--- src/rtl/gate_db_pkg.sv ---
// ============================================================================
// Module      : gate_db_pkg
// Description : Shared state encoding and defaults for the gate input debouncer.
// Revision    : 1.0 - initial release
// ============================================================================
`default_nettype none

package gate_db_pkg;

  typedef enum logic [1:0] {
    STABLE_LO = 2'd0,
    WAIT_HI   = 2'd1,
    STABLE_HI = 2'd2,
    WAIT_LO   = 2'd3
  } db_state_t;

  localparam int DEFAULT_DEBOUNCE_CYCLES = 1000000;

endpackage

`default_nettype wire

--- src/rtl/debounce_channel.sv ---
// ============================================================================
// Module      : debounce_channel
// Description : Two-flop synchroniser plus counter FSM debouncing one raw level.
//               GATE_DEBOUNCE_EDGE_EN adds registered rise/fall pulses.
// Revision    : 1.0 - initial release
// ============================================================================
`default_nettype none

module debounce_channel
  import gate_db_pkg::*;
#(
  parameter int DEBOUNCE_CYCLES = DEFAULT_DEBOUNCE_CYCLES
) (
  input  logic clk,
  input  logic rst_n,
  input  logic raw,
  output logic level,
  output logic waiting
`ifdef GATE_DEBOUNCE_EDGE_EN
  ,
  output logic rise,
  output logic fall
`endif
);

  localparam int              CNT_W     = $clog2(DEBOUNCE_CYCLES);
  localparam logic [CNT_W-1:0] C_CNT_MAX = CNT_W'(DEBOUNCE_CYCLES - 1);

  logic             r_s1;
  logic             r_s2;
  db_state_t        r_state;
  db_state_t        w_state_nxt;
  logic [CNT_W-1:0] r_cnt;
  logic [CNT_W-1:0] w_cnt_nxt;
  logic             r_level;
  logic             w_level_nxt;

  always_ff @(posedge clk or negedge rst_n) begin
    if (!rst_n) begin
      r_s1    <= 1'b0;
      r_s2    <= 1'b0;
      r_state <= STABLE_LO;
      r_cnt   <= '0;
      r_level <= 1'b0;
    end else begin
      r_s1    <= raw;
      r_s2    <= r_s1;
      r_state <= w_state_nxt;
      r_cnt   <= w_cnt_nxt;
      r_level <= w_level_nxt;
    end
  end

  // Counter is held (not incremented) once it reaches the compare value.
  always_comb begin
    w_state_nxt = r_state;
    w_cnt_nxt   = r_cnt;
    case (r_state)
      STABLE_LO: begin
        if (r_s2) begin
          w_state_nxt = WAIT_HI;
          w_cnt_nxt   = '0;
        end
      end
      WAIT_HI: begin
        if (!r_s2) begin
          w_state_nxt = STABLE_LO;
          w_cnt_nxt   = '0;
        end else if (r_cnt == C_CNT_MAX) begin
          w_state_nxt = STABLE_HI;
        end else begin
          w_cnt_nxt = r_cnt + CNT_W'(1);
        end
      end
      STABLE_HI: begin
        if (!r_s2) begin
          w_state_nxt = WAIT_LO;
          w_cnt_nxt   = '0;
        end
      end
      WAIT_LO: begin
        if (r_s2) begin
          w_state_nxt = STABLE_HI;
          w_cnt_nxt   = '0;
        end else if (r_cnt == C_CNT_MAX) begin
          w_state_nxt = STABLE_LO;
        end else begin
          w_cnt_nxt = r_cnt + CNT_W'(1);
        end
      end
      default: begin
        w_state_nxt = STABLE_LO;
        w_cnt_nxt   = '0;
      end
    endcase
    w_level_nxt = (w_state_nxt == STABLE_HI) || (w_state_nxt == WAIT_LO);
  end

  assign level   = r_level;
  assign waiting = (r_state == WAIT_HI) || (r_state == WAIT_LO);

`ifdef GATE_DEBOUNCE_EDGE_EN
  logic r_rise;
  logic r_fall;

  // Pulses land on the same edge as the level change they mark.
  always_ff @(posedge clk or negedge rst_n) begin
    if (!rst_n) begin
      r_rise <= 1'b0;
      r_fall <= 1'b0;
    end else begin
      r_rise <= w_level_nxt & ~r_level;
      r_fall <= ~w_level_nxt & r_level;
    end
  end

  assign rise = r_rise;
  assign fall = r_fall;
`endif

endmodule

`default_nettype wire

--- src/rtl/gate_input_debounce.sv ---
// ============================================================================
// Module      : gate_input_debounce
// Description : Synchronises and debounces two raw switch levels for a gate.
//               GATE_DEBOUNCE_EDGE_EN adds A/B rise and fall pulse outputs.
// Revision    : 1.0 - initial release
// ============================================================================
`default_nettype none

module gate_input_debounce
  import gate_db_pkg::*;
#(
  parameter int DEBOUNCE_CYCLES = DEFAULT_DEBOUNCE_CYCLES
) (
  input  logic clk,
  input  logic rst_n,
  input  logic A_raw,
  input  logic B_raw,
  output logic A,
  output logic B,
  output logic busy
`ifdef GATE_DEBOUNCE_EDGE_EN
  ,
  output logic A_rise,
  output logic A_fall,
  output logic B_rise,
  output logic B_fall
`endif
);

  logic w_wait_a;
  logic w_wait_b;

  debounce_channel #(
    .DEBOUNCE_CYCLES(DEBOUNCE_CYCLES)
  ) u_chan_a (
    .clk    (clk),
    .rst_n  (rst_n),
    .raw    (A_raw),
    .level  (A),
    .waiting(w_wait_a)
`ifdef GATE_DEBOUNCE_EDGE_EN
    ,
    .rise   (A_rise),
    .fall   (A_fall)
`endif
  );

  debounce_channel #(
    .DEBOUNCE_CYCLES(DEBOUNCE_CYCLES)
  ) u_chan_b (
    .clk    (clk),
    .rst_n  (rst_n),
    .raw    (B_raw),
    .level  (B),
    .waiting(w_wait_b)
`ifdef GATE_DEBOUNCE_EDGE_EN
    ,
    .rise   (B_rise),
    .fall   (B_fall)
`endif
  );

  assign busy = w_wait_a | w_wait_b;

endmodule

`default_nettype wire

--- config.mk ---
export PLATFORM = sky130hd
export DESIGN_NAME = gate_input_debounce
export DESIGN_NICKNAME = d
export VERILOG_FILES = /design/src/rtl/gate_db_pkg.sv /design/src/rtl/debounce_channel.sv /design/src/rtl/gate_input_debounce.sv
export SDC_FILE = /design/constraint.sdc
export NUM_CORES = 1
export LEC_CHECK = 0
export BUFFER_PORTS_ARGS = -buffer_cell sky130_fd_sc_hd__buf_2
export CORE_ASPECT_RATIO = 1.75
export CORE_UTILIZATION = 25
export DETAILED_ROUTE_END_ITERATION = 10
export PLACE_DENSITY = 0.44
export SLEW_MARGIN = 10
export SYNTH_ARGS = -nofsm -noshare
export SYNTH_HDL_FRONTEND = slang
export SYNTH_SLANG_ARGS = --single-unit
--- constraint.sdc ---
create_clock -name clk -period 2.7 [get_ports clk]
set_clock_uncertainty 0.05 [all_clocks]
set_input_delay 0.27 -clock clk [delete_from_list [all_inputs] [get_ports clk]]
set_output_delay 0.27 -clock clk [all_outputs]
set_load 0.02 [all_outputs]
# Word-level counts from Yosys, hierarchy flattened
# Cells that the tools add are included.
# totals
ff_bits,50
output_inout_bits,3
in_bits,4
wordCells,63
# op_classes
eq_ne,16
n_reduce_logical,8
bitwise,1
n_mux,26
addsub,2
# op_table
operator,count
$mux W20,10
$pmux W20 S4,2
$add A20 B1 Y20 const B,2
$eq A20 B20 Y1 const B,2
$mux W2,12
$eq A2 B2 Y1 const B,8
$pmux W2 S4,2
$eq A2 B1 Y1 const B,2
$logic_not A2 Y1,2
$logic_or A1 B1 Y1,4
$ne A2 B1 Y1 const B,2
$ne A2 B2 Y1 const B,2
$reduce_and A2 Y1,2
$or A1 B1 Y1,1

# Logic depth before layout (Yosys ltp)
# Gate-level depths: netlist of the first run.
# depth
ltp_word,6
depth_mapped,7
mapped_depth_nobuf,6

# Cells and area by module
# From an unflattened synthesis of the first run, not the netlist that was laid out.
# unflattened
cells_unflattened,287
hier_area_um2,2753.9
# by_module_without_submodules
mod,cells_per_inst,seq_area_each_um2,instances,area_per_inst_um2
debounce_channel,143,625.6,2,1373.8
gate_input_debounce,1,0.0,1,6.3

# Least setup slack after synthesis of the first run
# OpenSTA, ideal clock, no wires.
# synth_path
path_type,register to register
start,reg u_chan_a.r_cnt[6]
end,reg u_chan_a.r_level (netlist: u_chan_a.level)
stages_incl_launch_ff,8
arrival_ns,2.103
slack_ns,0.422
setup_ns,0.125
required_time_ns,2.525
n_path_buf,2
cell_sequence,dfrtp_1 -> buf_6 -> or4b_1 -> or4_4 -> buf_6 -> nor2_8 -> nand2_4 -> mux2_4
# synth_via
elab_chain_cells,6
word_cells_on_any_way,9
# synth_lines
element,line,source
from (decl),debounce_channel.sv:33,logic [CNT_W-1:0] r_cnt;
from (signal assigned),debounce_channel.sv:49,r_cnt <= w_cnt_nxt;
$eq A20 B20 Y1 *,"debounce_channel.sv:69, debounce_channel.sv:85",
"$mux W2, on equally long branches","debounce_channel.sv:85, debounce_channel.sv:69",
"$mux W2, on equally long branches","debounce_channel.sv:82, debounce_channel.sv:66",
$pmux W2 S4 *,debounce_channel.sv:58,case (r_state)
$eq A2 B2 Y1,debounce_channel.sv:96,w_level_nxt = (w_state_nxt == STABLE_HI) || (w_state_nxt == WAIT_LO);
$logic_or A1 B1 Y1 *,debounce_channel.sv:96,
via u_chan_a.w_level_nxt,debounce_channel.sv:36,logic w_level_nxt;
to (signal assigned),debounce_channel.sv:50,r_level <= w_level_nxt;
to (decl),debounce_channel.sv:35,logic r_level;
# Mark *: on every way through the listed nets, which the timed path passes. The rest lies on a longest branch.
# A chain may end at the register's enable or synchronous reset.

# Final worst setup path of the first run
# layout_path
start,reg u_chan_a.r_cnt[6]
end,reg u_chan_a.r_state[1]
# layout_via
elab_chain_cells,4
word_cells_on_any_way,6
# layout_lines
element,line,source
$eq A20 B20 Y1 *,"debounce_channel.sv:69, debounce_channel.sv:85",
"$mux W2, on equally long branches","debounce_channel.sv:85, debounce_channel.sv:69",
"$mux W2, on equally long branches","debounce_channel.sv:82, debounce_channel.sv:66",
$pmux W2 S4 *,debounce_channel.sv:58,
via u_chan_a.w_state_nxt[1],debounce_channel.sv:32,db_state_t w_state_nxt;
to (signal assigned),debounce_channel.sv:48,r_state <= w_state_nxt;
to (decl),debounce_channel.sv:31,db_state_t r_state;
# Marks and branches as above.

==> results.py, run 1 <==
metrics = {
    "status": {
        "status": "complete, no violations",
    },
    "final_layout": {
        "multiInputGateArea_mm2": 0.00133,
        "final_cell_mix": "dfrtp_1 (50), nor2_1 (27), o21ai_0 (26), nand2_1 (24), xor2_1 (14)",
        "diodes": 0,
        "seqCellArea_mm2": 0.00125,
        "drive_gt1_share_pct": 13.0,
        "final_cell_area_mm2": 0.00302,
        "final_cells": 420,
        "syn2layout_area_growth_pct": 14.1,
        "fill_cells": 1106,
        "final_common_cell": "dfrtp_1",
        "layout.nets": 298,
        "post-route-util_pct": 29.3,
    },
    "min_path": {
        "hold_path_class": "in2reg",
    },
    "placed_design": {
        "place_ws_ns": 0.370,
        "gp_congestion": 0.792,
        "dp_cells": 411,
        "placement.cell_area_mm2": 0.00287,
        "dp_hpwl_um": 4640,
        "numPortBuffers": 6,
    },
    "clock_tree": {
        "clock_sinks": 50,
        "clock_latency_ns": 0.30,
        "cts_tree": "yes",
        "htree_levels": 2,
        "cts_root_buffer": "clkbuf_16",
        "clkTransAtPathRegs_ns": 0.07,
        "numCtsBuffers": 5,
        "clockBufferDepth": 2,
    },
    "setup_path": {
        "startpoint_type": "flop",
        "cp-end-kind": "flop",
        "critPathKind": "reg2reg",
        "path_max_fanout": 9,
        "required_ns": 2.83,
        "arrival_ns": 2.46,
    },
    "synthesis": {
        "yosys.cell_types.count": 47,
        "synthCells": 277,
        "syn_nets": 283,
        "seq_area_frac_synth_pct": 47.2,
        "syn_area_mm2": 0.00265,
        "ys_ff_latch": 50,
        "avgSynthCellArea_um2": 9.57,
        "synth_warnings": 0,
    },
    "detailed_routing": {
        "wl_um": 6450,
        "drt_iter0_markers": 82,
        "routedWlPerCell_um": 15.4,
        "antenna_left": 0,
        "drcViolationCount": 0,
        "vias": 2123,
        "drtPass1Iterations": 4,
        "viasPerCell": 5.05,
    },
    "sta": {
        "fin_crit_ns": 2.34,
        "worst_hold_slack_ns": 0.0320,
        "finalHoldViolCount": 0,
        "drv_slew": 0,
        "rsz0062_at_grt": "no",
        "setup_violations": 0,
        "tightest_slew_ns": 0.729,
        "max-slew-margin-rel_pct": 51.0,
        "tns_ns": 0,
        "setup_ws_ns": 0.364,
        "fin_crit_sh_pct": 86.5,
        "fmax_ghz": 0.428,
    },
    "run": {
        "maxCapViolations": 0,
    },
    "die": {
        "die-area_mm2": 0.0110,
        "ios": 7,
        "start_util_pct": 25.7,
        "core_area_mm2": 0.0103,
        "die_w_um": 79.8,
        "fp.dieH_um": 138,
        "rows": 49,
    },
    "global_route": {
        "grt_start_max_net_pins": 33,
        "grt_antenna_before_repair": 0,
        "grt.overflow.total": 0,
        "grt_pass1_vias": 2179,
        "grt_pass1_wl_um": 10700,
        "grt.total_usage_pct": 12.6,
    },
    "power_and_ir_drop": {
        "vdd_drop_max_uv": 226,
        "power_density_mw_per_mm2": 501,
        "power_leakage_nw": 1.26,
        "total_power_mw": 1.51,
    },
}
## synthesized netlist by cell type, drive strengths merged
cell type | count | area share, %
a41oi | 1 | 0.33
nand2 | 25 | 3.8
xnor2 | 3 | 0.99
clkbuf | 7 | 0.99
a21o | 1 | 0.28
nand3 | 11 | 2.3
a21oi | 11 | 2.1
or2 | 2 | 0.47
dfrtp | 50 | 47
nand3b | 1 | 0.28
and3 | 4 | 0.99
or4b | 1 | 0.38
o21ai | 27 | 5.1
o211ai | 5 | 1.4
and4 | 5 | 1.7
inv | 5 | 0.71
nor3b | 1 | 0.28
mux2 | 4 | 2.0
o2bb2ai | 1 | 0.33
nor3 | 8 | 1.5
o311ai | 3 | 0.99
o31ai | 7 | 2.0
o22ai | 2 | 0.47
xor2 | 14 | 4.6
a22o | 4 | 1.3
o41ai | 6 | 2.0
nor4 | 2 | 0.47
buf | 2 | 0.85
and2 | 4 | 0.99
or3 | 4 | 0.94
or4 | 3 | 1.0
nand4 | 13 | 3.1
nor4b | 2 | 0.66
nand2b | 4 | 0.94
a31oi | 4 | 0.94
ha | 2 | 0.94
nor2 | 28 | 4.6
## worst max-delay path, cell delays in order (launching register included)
cell and delay, ns:
dfrtp_1 0.45, or4b_1 0.57, or4_4 0.62, nor2_8 0.16
nand2_4 0.08, mux2_4 0.30
## cells by family (layout without fill, tap and decap cells)
logic type,Yosys count,count (layout),synth area share [%]
AND/OR/NAND/NOR,118,118,24.5
AO/OA/AOI/OAI,72,72,17.2
flip-flops,50,50,47.2
XOR/XNOR,17,17,5.62
buffers and inverters,14,30,2.55
multiplexers,4,4,1.98
adder cells (fa/ha/maj),2,2,0.944
## registers in the layout, indices dropped and copies added (netlist names)
name and cells:
u_chan_a.level 1, u_chan_a.r_cnt 20, u_chan_a.r_s1 1, u_chan_a.r_s2 1, u_chan_a.r_state 2, u_chan_b.level 1
u_chan_b.r_cnt 20, u_chan_b.r_s1 1, u_chan_b.r_s2 1, u_chan_b.r_state 2
## per-layer routing
metal / global-route usage (%) / wire [um]
met2: 22.7 / 3510
met3: 2.24 / 137
met5: 0 / 0
met1: 13.6 / 2620
met4: 6.67 / 185
## what timing repair did
item | in CTS | in global routing
hold buffers | 1 | 0
hold endpoints to repair | 18 | 0
setup buffers | 0 | 0
endpoints found under the setup margin | 0 | 0
gates resized for setup | 0 | 0
## final timing paths
check	from	to	slack, ns	depth (start not counted)
setup / recovery	u_chan_a.r_cnt[6]$_DFFE_PN0P_	u_chan_a.r_state[1]$_DFF_PN0_	0.36	5
max in group asynchronous	rst_n	u_chan_a.r_s2$_DFF_PN0_	1.40	3
min in group asynchronous	rst_n	u_chan_a.r_cnt[14]$_DFFE_PN0P_	0.40	2
hold reg to reg	u_chan_b.r_s1$_DFF_PN0_	u_chan_b.r_s2$_DFF_PN0_	0.31	0
setup reg to reg	u_chan_a.r_cnt[6]$_DFFE_PN0P_	u_chan_a.r_state[1]$_DFF_PN0_	0.36	5
hold / removal	A_raw	u_chan_a.r_s1$_DFF_PN0_	0.03	1
## report_power, final
group	total, mW	internal [mW]	switching, mW
registers	0.774	0.759	0.0151
logic	0.0910	0.0290	0.0620
clock network	0.650	0.368	0.281
total	1.51	1.16	0.358
## cell type report
cell class	count	area share, %
Tap cell	127	5.26
Clock buffer	7	4.72
Clock inverter	1	0.166
Multi-Input combinational cell	213	44.0
Timing Repair Buffer	17	3.81
Sequential cell	50	41.4
Inverter	5	0.621
(Power assumes the default switching activity.)
==> run 2, diff against run 1 <==
==> constraint.sdc (replaced) <==
create_clock -name clk -period 2.7 [get_ports clk]
set_clock_uncertainty 0.05 [all_clocks]
set_input_delay 0.135 -clock clk [delete_from_list [all_inputs] [get_ports clk]]
set_output_delay 0.135 -clock clk [all_outputs]
set_load 0.02 [all_outputs]
==> run 2 against run 1 <==
- cell count did not move
- sequential power barely moved
- power fell by 1.7%
- clock power fell by 4.0%
- core utilization barely moved
- critical path type unchanged
- sequential cell count did not move
- count of clock-buffer cells in the layout fell by 1
==> results.py, run 2 (synthesis gave the netlist of run 1 again) <==
metrics = {
    "clock_tree": {
        "cts_root_buffer": "clkbuf_16",
        "postCtsSetupBuffers": 0,
        "clkTransAtPathRegs_ns": 0.07,
        "cts_tree": "yes",
        "clock_sinks": 50,
        "clock_latency_ns": 0.29,
        "htree_levels": 2,
        "numCtsBuffers": 5,
        "clockBufferDepth": 2,
    },
    "detailed_routing": {
        "drcViolationCount": 0,
        "drt_iter0_markers": 110,
        "wl_um": 6550,
        "routedWlPerCell_um": 15.6,
        "vias": 2159,
        "drtPass1Iterations": 4,
        "antenna_left": 0,
        "viasPerCell": 5.14,
    },
    "power_and_ir_drop": {
        "power_density_mw_per_mm2": 492,
        "vdd_drop_max_uv": 261,
        "power_leakage_nw": 1.26,
    },
    "min_path": {
        "hold_path_class": "in2async",
    },
    "final_layout": {
        "final_common_cell": "dfrtp_1",
        "drive_gt1_share_pct": 12.3,
        "layout.nets": 299,
        "reg_top3": "u_chan_a.r_cnt (20), u_chan_b.r_cnt (20)",
        "final_cell_mix": "dfrtp_1 (50), nor2_1 (27), o21ai_0 (26), nand2_1 (24), xor2_1 (14)",
        "diodes": 0,
        "final_cells": 420,
        "syn2layout_area_growth_pct": 14.1,
    },
    "die": {
        "fp.dieH_um": 138,
        "core_area_mm2": 0.0103,
        "die-area_mm2": 0.0110,
        "start_util_pct": 25.7,
        "rows": 49,
        "ios": 7,
        "die_w_um": 79.8,
    },
    "placed_design": {
        "gp_congestion": 0.764,
        "dp_hpwl_um": 4700,
        "numPortBuffers": 6,
        "dp_cells": 410,
    },
    "sta": {
        "fin_crit_sh_pct": 86.2,
        "fmax_ghz": 0.429,
        "max-slew-margin-rel_pct": 54.8,
        "tns_ns": 0,
        "finalHoldViolCount": 0,
        "rsz0062_at_grt": "no",
        "fin_crit_ns": 2.33,
        "drv_slew": 0,
        "tightest_slew_ns": 0.674,
        "setup_violations": 0,
    },
    "setup_path": {
        "r2r_cells": 5,
        "r2r_end": "u_chan_a.level$_DFF_PN0_",
        "critPathKind": "reg2reg",
        "r2r_start": "u_chan_a.r_cnt[6]$_DFFE_PN0P_",
        "ff2ff_setup_slack_ns": 0.37,
        "required_ns": 2.83,
        "cp-end-kind": "flop",
        "path_max_fanout": 9,
        "startpoint_type": "flop",
        "arrival_ns": 2.46,
    },
    "status": {
        "status": "complete, no violations",
    },
    "global_route": {
        "grt_pass1_wl_um": 11100,
        "grt_antenna_before_repair": 0,
        "grt.overflow.total": 0,
        "grt_pass1_vias": 2216,
        "grt_start_max_net_pins": 35,
        "grt.total_usage_pct": 13.1,
    },
    "run": {
        "maxCapViolations": 0,
    },
}
==> run 2: changes by cell type in the layout (fill, tap and decap cells not counted) <==
| cell | change |
|---|---|
| buf_4 | -1 |
| clkbuf_8 | -1 |
| clkinv_2 | -1 |
| clkinvlp_4 | +1 |
| dlygate4sd3_1 | +2 |
==> run 2: final cells by class <==
type	instances	area, um^2
fill	1095	7280
multi-input combinational	213	1330
sequential	50	1250
tap	127	159
clock buffer	6	129
timing repair buffer	18	128
inverter	5	18.8
clock inverter	1	7.51
==> run 2: layer usage <==
metal	up-vias	track usage, %	part of all wire [%]
li1	1056	-	-
met1	1068	14.5	41
met2	25	24.0	54
met3	10	2.38	2.0
met4	0	4.79	2.2
met5	-	0	0
==> run 2: where the power goes <==
| part | switching (mW) | leakage (nW) | internal (mW) |
|---|---|---|---|
| clock network | 0.284 | 0.0629 | 0.340 |
| registers | 0.0153 | 0.682 | 0.759 |
| logic | 0.0614 | 0.510 | 0.0292 |
| total | 0.361 | 1.26 | 1.13 |
==> run 2: stage by stage <==
step                      hold slack [ns]  utilization (%)  setup slack [ns]  total power [mW]  instance area, um^2
after floorplan                    -0.211                -             0.422             0.831                 2650
after global placement             0.0408             27.7             0.404             0.880                 2860
after detailed placement           0.0406             27.7             0.386             0.880                 2860
after CTS                           0.255             29.4             0.365              1.52                 3020
after global routing                0.298             29.4             0.276              1.56                 3020
final                               0.242             29.4             0.372              1.49                 3020
==> run 2: how the worst max path moves through the flow <==
stage                                        from                             to  slack (ns)  cells after the start
finish              u_chan_a.r_cnt[6]$_DFFE_PN0P_       u_chan_a.level$_DFF_PN0_        0.37                      5
global route        u_chan_a.r_cnt[6]$_DFFE_PN0P_       u_chan_a.level$_DFF_PN0_        0.28                      5
CTS                 u_chan_a.r_cnt[6]$_DFFE_PN0P_       u_chan_a.level$_DFF_PN0_        0.37                      5
detailed placement  u_chan_a.r_cnt[6]$_DFFE_PN0P_  u_chan_a.r_state[1]$_DFF_PN0_        0.39                      5
global placement    u_chan_a.r_cnt[6]$_DFFE_PN0P_       u_chan_a.level$_DFF_PN0_        0.40                      5
floorplan           u_chan_a.r_cnt[6]$_DFFE_PN0P_       u_chan_a.level$_DFF_PN0_        0.42                      7
==> run 2: critical path, cell delays in order (launching register included) <==
cell	delay, ns
dfrtp_1	0.46
or4b_1	0.56
or4_4	0.61
nor2_8	0.16
nand2_4	0.08
mux2_4	0.30
==> run 2: timing repair <==
| action | CTS | global route |
|---|---|---|
| gates resized for setup | 0 | 0 |
| hold endpoints to repair | 18 | 0 |
| hold buffers | 3 | 0 |
